## src/rtl/seg_scan_driver_pkg.sv

```systemverilog
// Shared definitions for the eight-digit seven-segment scan driver.
// Contents:
//   scan_state_t  - scan FSM encoding (SHOW / GUARD)
//   SEG_*         - bit positions inside the active-low SEG bus
//   SEG_OFF/AN_OFF- all-dark patterns for the segment and anode buses
//   hex_glyph()   - hex nibble -> active-low segments a..g (bit 0 = a)
package seg_scan_driver_pkg;

  localparam int DATA_W     = 32;
  localparam int NUM_DIGITS = 8;

  typedef enum logic {
    ST_SHOW  = 1'b0,
    ST_GUARD = 1'b1
  } scan_state_t;

  localparam int SEG_A  = 0;
  localparam int SEG_B  = 1;
  localparam int SEG_C  = 2;
  localparam int SEG_D  = 3;
  localparam int SEG_E  = 4;
  localparam int SEG_F  = 5;
  localparam int SEG_G  = 6;
  localparam int SEG_DP = 7;

  localparam logic [7:0] SEG_OFF = 8'hFF;
  localparam logic [7:0] AN_OFF  = 8'hFF;

  // Glyphs for 0-9, A, b, C, d, E, F; a 0 bit lights the segment.
  function automatic logic [6:0] hex_glyph(input logic [3:0] nibble);
    logic [6:0] g;
    case (nibble)
      4'h0:    g = 7'h40;
      4'h1:    g = 7'h79;
      4'h2:    g = 7'h24;
      4'h3:    g = 7'h30;
      4'h4:    g = 7'h19;
      4'h5:    g = 7'h12;
      4'h6:    g = 7'h02;
      4'h7:    g = 7'h78;
      4'h8:    g = 7'h00;
      4'h9:    g = 7'h10;
      4'hA:    g = 7'h08;
      4'hB:    g = 7'h03;
      4'hC:    g = 7'h46;
      4'hD:    g = 7'h21;
      4'hE:    g = 7'h06;
      default: g = 7'h0E;
    endcase
    return g;
  endfunction

endpackage

```

## src/rtl/seg_scan_driver_if.sv

```systemverilog
// Load handshake between a producer and the scan driver.
//   data_in    - 32-bit value, eight hex nibbles (nibble 0 = rightmost digit)
//   data_valid - producer offers data_in
//   data_ready - driver's pending register is empty
// Modports: master = producer, slave = seg_scan_driver.
interface seg_scan_driver_if;
  import seg_scan_driver_pkg::*;

  logic [DATA_W-1:0] data_in;
  logic              data_valid;
  logic              data_ready;

  modport master (
    output data_in,
    output data_valid,
    input  data_ready
  );

  modport slave (
    input  data_in,
    input  data_valid,
    output data_ready
  );

endinterface

```

## src/rtl/seg_scan_driver_hex7seg.sv

```systemverilog
// hex7seg: combinational hex nibble to active-low seven-segment decoder.
//   nibble - 4-bit value 0..F
//   seg_n  - segments a..g in bits 0..6, 0 = lit
module hex7seg
  import seg_scan_driver_pkg::*;
(
  input  logic [3:0] nibble,
  output logic [6:0] seg_n
);

  assign seg_n = hex_glyph(nibble);

endmodule

```

## src/rtl/seg_scan_driver.sv

```systemverilog
// seg_scan_driver: time-multiplexed driver for an eight-digit, active-low
// seven-segment display with a one-cycle all-dark guard between digits and a
// frame-synchronised double-buffered load path.
// Ports:
//   clk        - clock, all state on the rising edge
//   rst        - asynchronous active-low reset
//   data_bus   - load handshake (data_in / data_valid / data_ready)
//   blank_lz   - suppress leading zeros (digit 0 always shown)
//   dp_mask    - decimal point per digit, 1 = lit
//   SEG        - active-low segments, [6:0] = a..g, [7] = dp (registered)
//   AN         - active-low one-hot digit enables (registered)
//   frame_tick - one-cycle pulse with the first SHOW cycle of digit 0
module seg_scan_driver
  import seg_scan_driver_pkg::*;
#(
  parameter int DIV_BITS = 17
) (
  input  logic                 clk,
  input  logic                 rst,
  seg_scan_driver_if.slave     data_bus,
  input  logic                 blank_lz,
  input  logic [7:0]           dp_mask,
  output logic [7:0]           SEG,
  output logic [7:0]           AN,
  output logic                 frame_tick
);

  localparam logic [DIV_BITS-1:0] PRESC_ONE = {{(DIV_BITS-1){1'b0}}, 1'b1};

  logic [DIV_BITS-1:0] presc_reg;
  scan_state_t         state_reg;
  logic [2:0]          idx_reg;
  logic [DATA_W-1:0]   display_reg;
  logic [DATA_W-1:0]   pending_reg;
  logic                pending_full_reg;
  logic [7:0]          seg_reg;
  logic [7:0]          an_reg;
  logic                frame_tick_reg;

  logic                tick;
  logic                frame_wrap;

  // Per-digit nibble and "this nibble and everything above it is zero".
  logic [3:0]          nib_arr [NUM_DIGITS];
  logic [7:0]          upper_zero;

  logic [3:0]          cur_nib;
  logic [6:0]          glyph_n;
  logic                blank_cur;
  logic [7:0]          seg_next;

  assign tick       = &presc_reg;
  assign frame_wrap = (state_reg == ST_GUARD) && (idx_reg == 3'd7);

  genvar gi;
  generate
    for (gi = 0; gi < NUM_DIGITS; gi++) begin : g_digit
      assign nib_arr[gi]    = display_reg[4*gi +: 4];
      assign upper_zero[gi] = ~|display_reg[DATA_W-1:4*gi];
    end
  endgenerate

  assign cur_nib = nib_arr[idx_reg];

  hex7seg u_hex7seg (
    .nibble (cur_nib),
    .seg_n  (glyph_n)
  );

  assign blank_cur = blank_lz && (idx_reg != 3'd0) && upper_zero[idx_reg];

  // Segment pattern for the digit currently selected; dark during GUARD so
  // nothing ghosts onto the neighbouring digit.
  always_comb begin
    seg_next = SEG_OFF;
    if ((state_reg == ST_SHOW) && !blank_cur) begin
      seg_next[SEG_G:SEG_A] = glyph_n;
      seg_next[SEG_DP]      = ~dp_mask[idx_reg];
    end
  end

  always_ff @(posedge clk or negedge rst) begin
    if (!rst) begin
      presc_reg        <= '0;
      state_reg        <= ST_SHOW;
      idx_reg          <= 3'd0;
      display_reg      <= '0;
      pending_reg      <= '0;
      pending_full_reg <= 1'b0;
      seg_reg          <= SEG_OFF;
      an_reg           <= AN_OFF;
      frame_tick_reg   <= 1'b0;
    end else begin
      presc_reg <= presc_reg + PRESC_ONE;

      case (state_reg)
        ST_SHOW: begin
          if (tick) begin
            state_reg <= ST_GUARD;
          end
        end
        default: begin
          state_reg <= ST_SHOW;
          idx_reg   <= idx_reg + 3'd1;
        end
      endcase

      // Registered so the pulse lines up with the first SHOW cycle of digit 0.
      frame_tick_reg <= frame_wrap;

      // Transfer and load are mutually exclusive: a load needs the pending
      // register empty, a transfer needs it full.
      if (frame_wrap && pending_full_reg) begin
        display_reg      <= pending_reg;
        pending_full_reg <= 1'b0;
      end else if (data_bus.data_valid && !pending_full_reg) begin
        pending_reg      <= data_bus.data_in;
        pending_full_reg <= 1'b1;
      end

      an_reg  <= (state_reg == ST_GUARD) ? AN_OFF : ~(8'b0000_0001 << idx_reg);
      seg_reg <= seg_next;
    end
  end

  assign data_bus.data_ready = ~pending_full_reg;
  assign SEG                 = seg_reg;
  assign AN                  = an_reg;
  assign frame_tick          = frame_tick_reg;

endmodule

```

## src/flat_wrapper.sv

```systemverilog
// flat-port wrapper written by rule: the top's interface ports become plain ports
module seg_scan_driver_flat import seg_scan_driver_pkg::*;
#(
  parameter int DIV_BITS = 17
)
  (clk, rst, blank_lz, dp_mask, SEG, AN, frame_tick, data_bus_data_in, data_bus_data_valid, data_bus_data_ready);
  seg_scan_driver_if data_bus_i ();
  input  logic clk;
  input  logic rst;
  input  logic blank_lz;
  input  logic [7:0] dp_mask;
  output logic [7:0] SEG;
  output logic [7:0] AN;
  output logic frame_tick;
  input wire logic [$bits(data_bus_i.data_in)-1:0] data_bus_data_in;
  input wire logic [$bits(data_bus_i.data_valid)-1:0] data_bus_data_valid;
  output wire logic [$bits(data_bus_i.data_ready)-1:0] data_bus_data_ready;
  assign data_bus_i.data_in = data_bus_data_in;
  assign data_bus_i.data_valid = data_bus_data_valid;
  assign data_bus_data_ready = data_bus_i.data_ready;
  seg_scan_driver #(.DIV_BITS(DIV_BITS)) u_core (.clk(clk), .rst(rst), .data_bus(data_bus_i), .blank_lz(blank_lz), .dp_mask(dp_mask), .SEG(SEG), .AN(AN), .frame_tick(frame_tick));
endmodule
```

## config.mk

```make
export PLATFORM = sky130hd
export DESIGN_NAME = seg_scan_driver_flat
export DESIGN_NICKNAME = d
export VERILOG_FILES = /design/src/rtl/seg_scan_driver_pkg.sv /design/src/rtl/seg_scan_driver_if.sv /design/src/rtl/seg_scan_driver_hex7seg.sv /design/src/rtl/seg_scan_driver.sv /design/src/flat_wrapper.sv
export SDC_FILE = /design/constraint.sdc
export NUM_CORES = 1
export LEC_CHECK = 0
export ABC_AREA = 1
export CORE_ASPECT_RATIO = 0.7
export CORE_UTILIZATION = 35
export CTS_CLUSTER_SIZE = 8
export DETAILED_ROUTE_END_ITERATION = 7
export SYNTH_ARGS = -nofsm -noshare
export SYNTH_HDL_FRONTEND = slang
export SYNTH_SLANG_ARGS = --single-unit
```

## constraint.sdc

```tcl
create_clock -name clk -period 2.06 [get_ports clk]
set_input_delay 0.309 -clock clk [delete_from_list [all_inputs] [get_ports clk]]
set_output_delay 0.309 -clock clk [all_outputs]
set_load 0.02 [all_outputs]
```

==> reports/summary.txt <==
TritonRoute pass-1 iters: 4
Clk Latency, worst-skew pair: 350 ps
Pin count of the biggest net entering global routing: 53
Max-Cap Viols: 0
Slew HR: 73.59%
Critical path's slowest cell: dfrtp_1
Share of layout cells above drive strength 1: 17.24%
Port-buffer cells: 61
GRT Util Overall: 16.25%
Sw frac: 22.98%
CP Capture Type: register
Die area: 14,210 um2
Async SR Flop Fraction: 100.0%
Post-layout util: 45.48%
Hpwl dp: 7714 um
Seq/Total Area, Yosys: 54.05%
Grt peak-use layer: met1
Crit path DAT: 2200 ps
Yosys warnings: 0
Pint: 3.208 mW
Vias per cell: 4.575
Number of nets in the layout: 633
Cts bufs inserted: 9
Clk pwr share: 43.8%
CTS tree: done
CTS sink cnt: 103
Fin worst setup slack: 126.9 ps
Status: finished, final reports clean
Worst-path clk slew: 80 ps
Number of global-route vias before repair: 3,513
Startpoint Class: register
Die X: 142.1 um
Final WL: 10,520 um
Final worst-path cycle share: 93.84%
Fill cell count: 1,291
Via count: 3,500
Max incr delay on CP: 360 ps
First-pass GRT wire length: 17,880 um
Leading area contributor after synthesis: dfrtp_1
GR Layer Usage met1: 25.15%
CP cell instances: buf_4, clkinvlp_4, buf_4, nand3_1, nand2_1, nand2_1, nand2_1, ha_1, nand2_1, nand3_1, nand2_1, nand2_1
Most common cell type on the critical path: nand2_1
Reg power frac: 51.2%
Pleak: 2.982 nW
Top-count cell post-synth: nand2_1
Yosys reg bits: 103
Synth top cells by count: 118 x nand2_1, 87 x dfrtp_1, 53 x nor2_1
Synthesized net count: 564
Path type of the worst min-delay path: in -> async
Mapped Cells: 506
Mapped Area: 4806 um2
Share of the synthesized area in the top cell type: 45.30%
Top FF cell, synth: dfrtp_1
Initial Util: 36.22%
Max H-tree Level: 3
Max Freq: 517.3 MHz
Number of synthesized flops with an enable pin: 0
Yosys cell types: 31
Post-placement worst setup slack: 66.64 ps
Comb power frac: 5.0%
WL/cell: 13.75 um
Met2 usage: 22.25%
GPL Wtd Cong: 0.8036
Skew final: 10.50 ps
Final hold vios: 0
Crit path required time: 2330 ps
Min cycle time layout: 1933 ps
Final setup viols: 0
Grt met3 use: 3.912%
Remaining DRCs: 0
Ranking of synthesized cells by area: dfrtp_1 45%, nand2_1 9.2%, dfstp_2 8.7%
Core area: 13,270 um2
Crit path kind: reg -> reg
Avg Cell Area, Syn: 9.498 um2
Grt total ovfl: 0
Ports: 62
Initial antenna violation count: 0
ANT nets after route: 0
Antenna diodes: 0
Pwr dens: 690.2 nW/um2
Clock Tree Buf Depth: 2
Max-slew violations: 0
RSZ-0062 raised after global routing: false
Setup TNS: 0 ps
1st-iter DRT viols: 249
Clk root buf: clkbuf_16
Area delta synth->final: 25.57%
Sw Pwr: 0.9571 mW
Die Ht: 100.0 um
Worst IR Drop VDD: 347.4 uV
Worst Tran Pin Value: 396.1 ps
Core Rows: 35
CP max FO: 13
final cells by class:
cell class	count	area, um2	area share (%)
flip-flops and latches	103	2597	43.04
multi-input cells	335	1909	31.64
repair buffers	77	780.7	12.94
well taps	185	231.5	3.836
clock buffers	9	225.2	3.732
inverters	49	192.7	3.193
clock inverters	7	97.59	1.617
layout by cell type, fill, tap and decap left out, types with 16 or more instances in the layout:
cell type / synthesis / routed
inv_1: 45 / 44
nand3_1: 48 / 48
nand2_1: 118 / 118
dfstp_2: 16 / 16
clkdlybuf4s50_1: 0 / 60
nor2_1: 53 / 52
a21oi_1: 24 / 24
mux2_2: 33 / 33
dfrtp_1: 87 / 87
final timing paths:
kind / from / to / slack (ps) / cells after the start
worst max-delay path: u_core.idx_reg[1] / u_core.SEG[6] / 130 / 12
worst min-delay path: rst / u_core.display_reg[3] / 430 / 2
worst max register to register: u_core.idx_reg[1] / u_core.SEG[6] / 130 / 12
worst min register to register: u_core.presc_reg[0] / u_core.presc_reg[0] / 470 / 1
max in group asynchronous: rst / u_core.SEG[5] / 920 / 3
min in group clk: u_core.presc_reg[0] / u_core.presc_reg[0] / 470 / 1
worst max-delay path, delay by kind of cell (launching register included):
kind | cells | cell delay, ps
fa+ha+maj | 1 | 240
buf+inv | 3 | 590
flops | 1 | 360
simple gates | 8 | 660
per-stage QoR:
stage	instance area, um2	hold WS, ps	std cells	power [mW]
6_report	6035	428.8	765	4.165
3_5_place_dp	5674	266.0	746	2.383
3_3_place_gp	5674	261.3	746	2.379
5_1_grt	6035	453.3	765	4.338
2_1_floorplan	4806	13.41	506	2.227
4_1_cts	6007	429.3	763	4.216
cells by family after synthesis:
kind of cell / after synthesis / share of synthesized area, %
adders and majority gates: 14 / 3.645
xor gates and xnor gates: 15 / 2.734
buffers and inverters: 68 / 6.404
DFF: 103 / 54.05
and+or+nand+nor: 233 / 20.98
muxes: 33 / 7.732
AOI/OAI and AO/OA: 40 / 4.452
power by group through the flow:
stage          Clock, mW  Combinational, mW  Sequential [mW]
2_1_floorplan          0             0.0684             2.16
3_3_place_gp           0              0.207             2.17
5_1_grt             1.96              0.233             2.14
6_report            1.83              0.207             2.13
4_1_cts             1.87              0.213             2.13
3_5_place_dp           0              0.211             2.17
metal layers:
metal	part of all wire, %	wire, um
met3	4.3	450
met4	0.83	87
met1	55	5816
met2	40	4165
met5	0	0
what timing repair did:
action,4_1_cts,5_1_grt
endpoints found under the hold margin,27,0
gates resized for setup,0,5
hold buffers,1,0
buffers inserted,0,2
setup endpoints to repair,0,8
No activity file was read; power rests on OpenSTA's default activity.
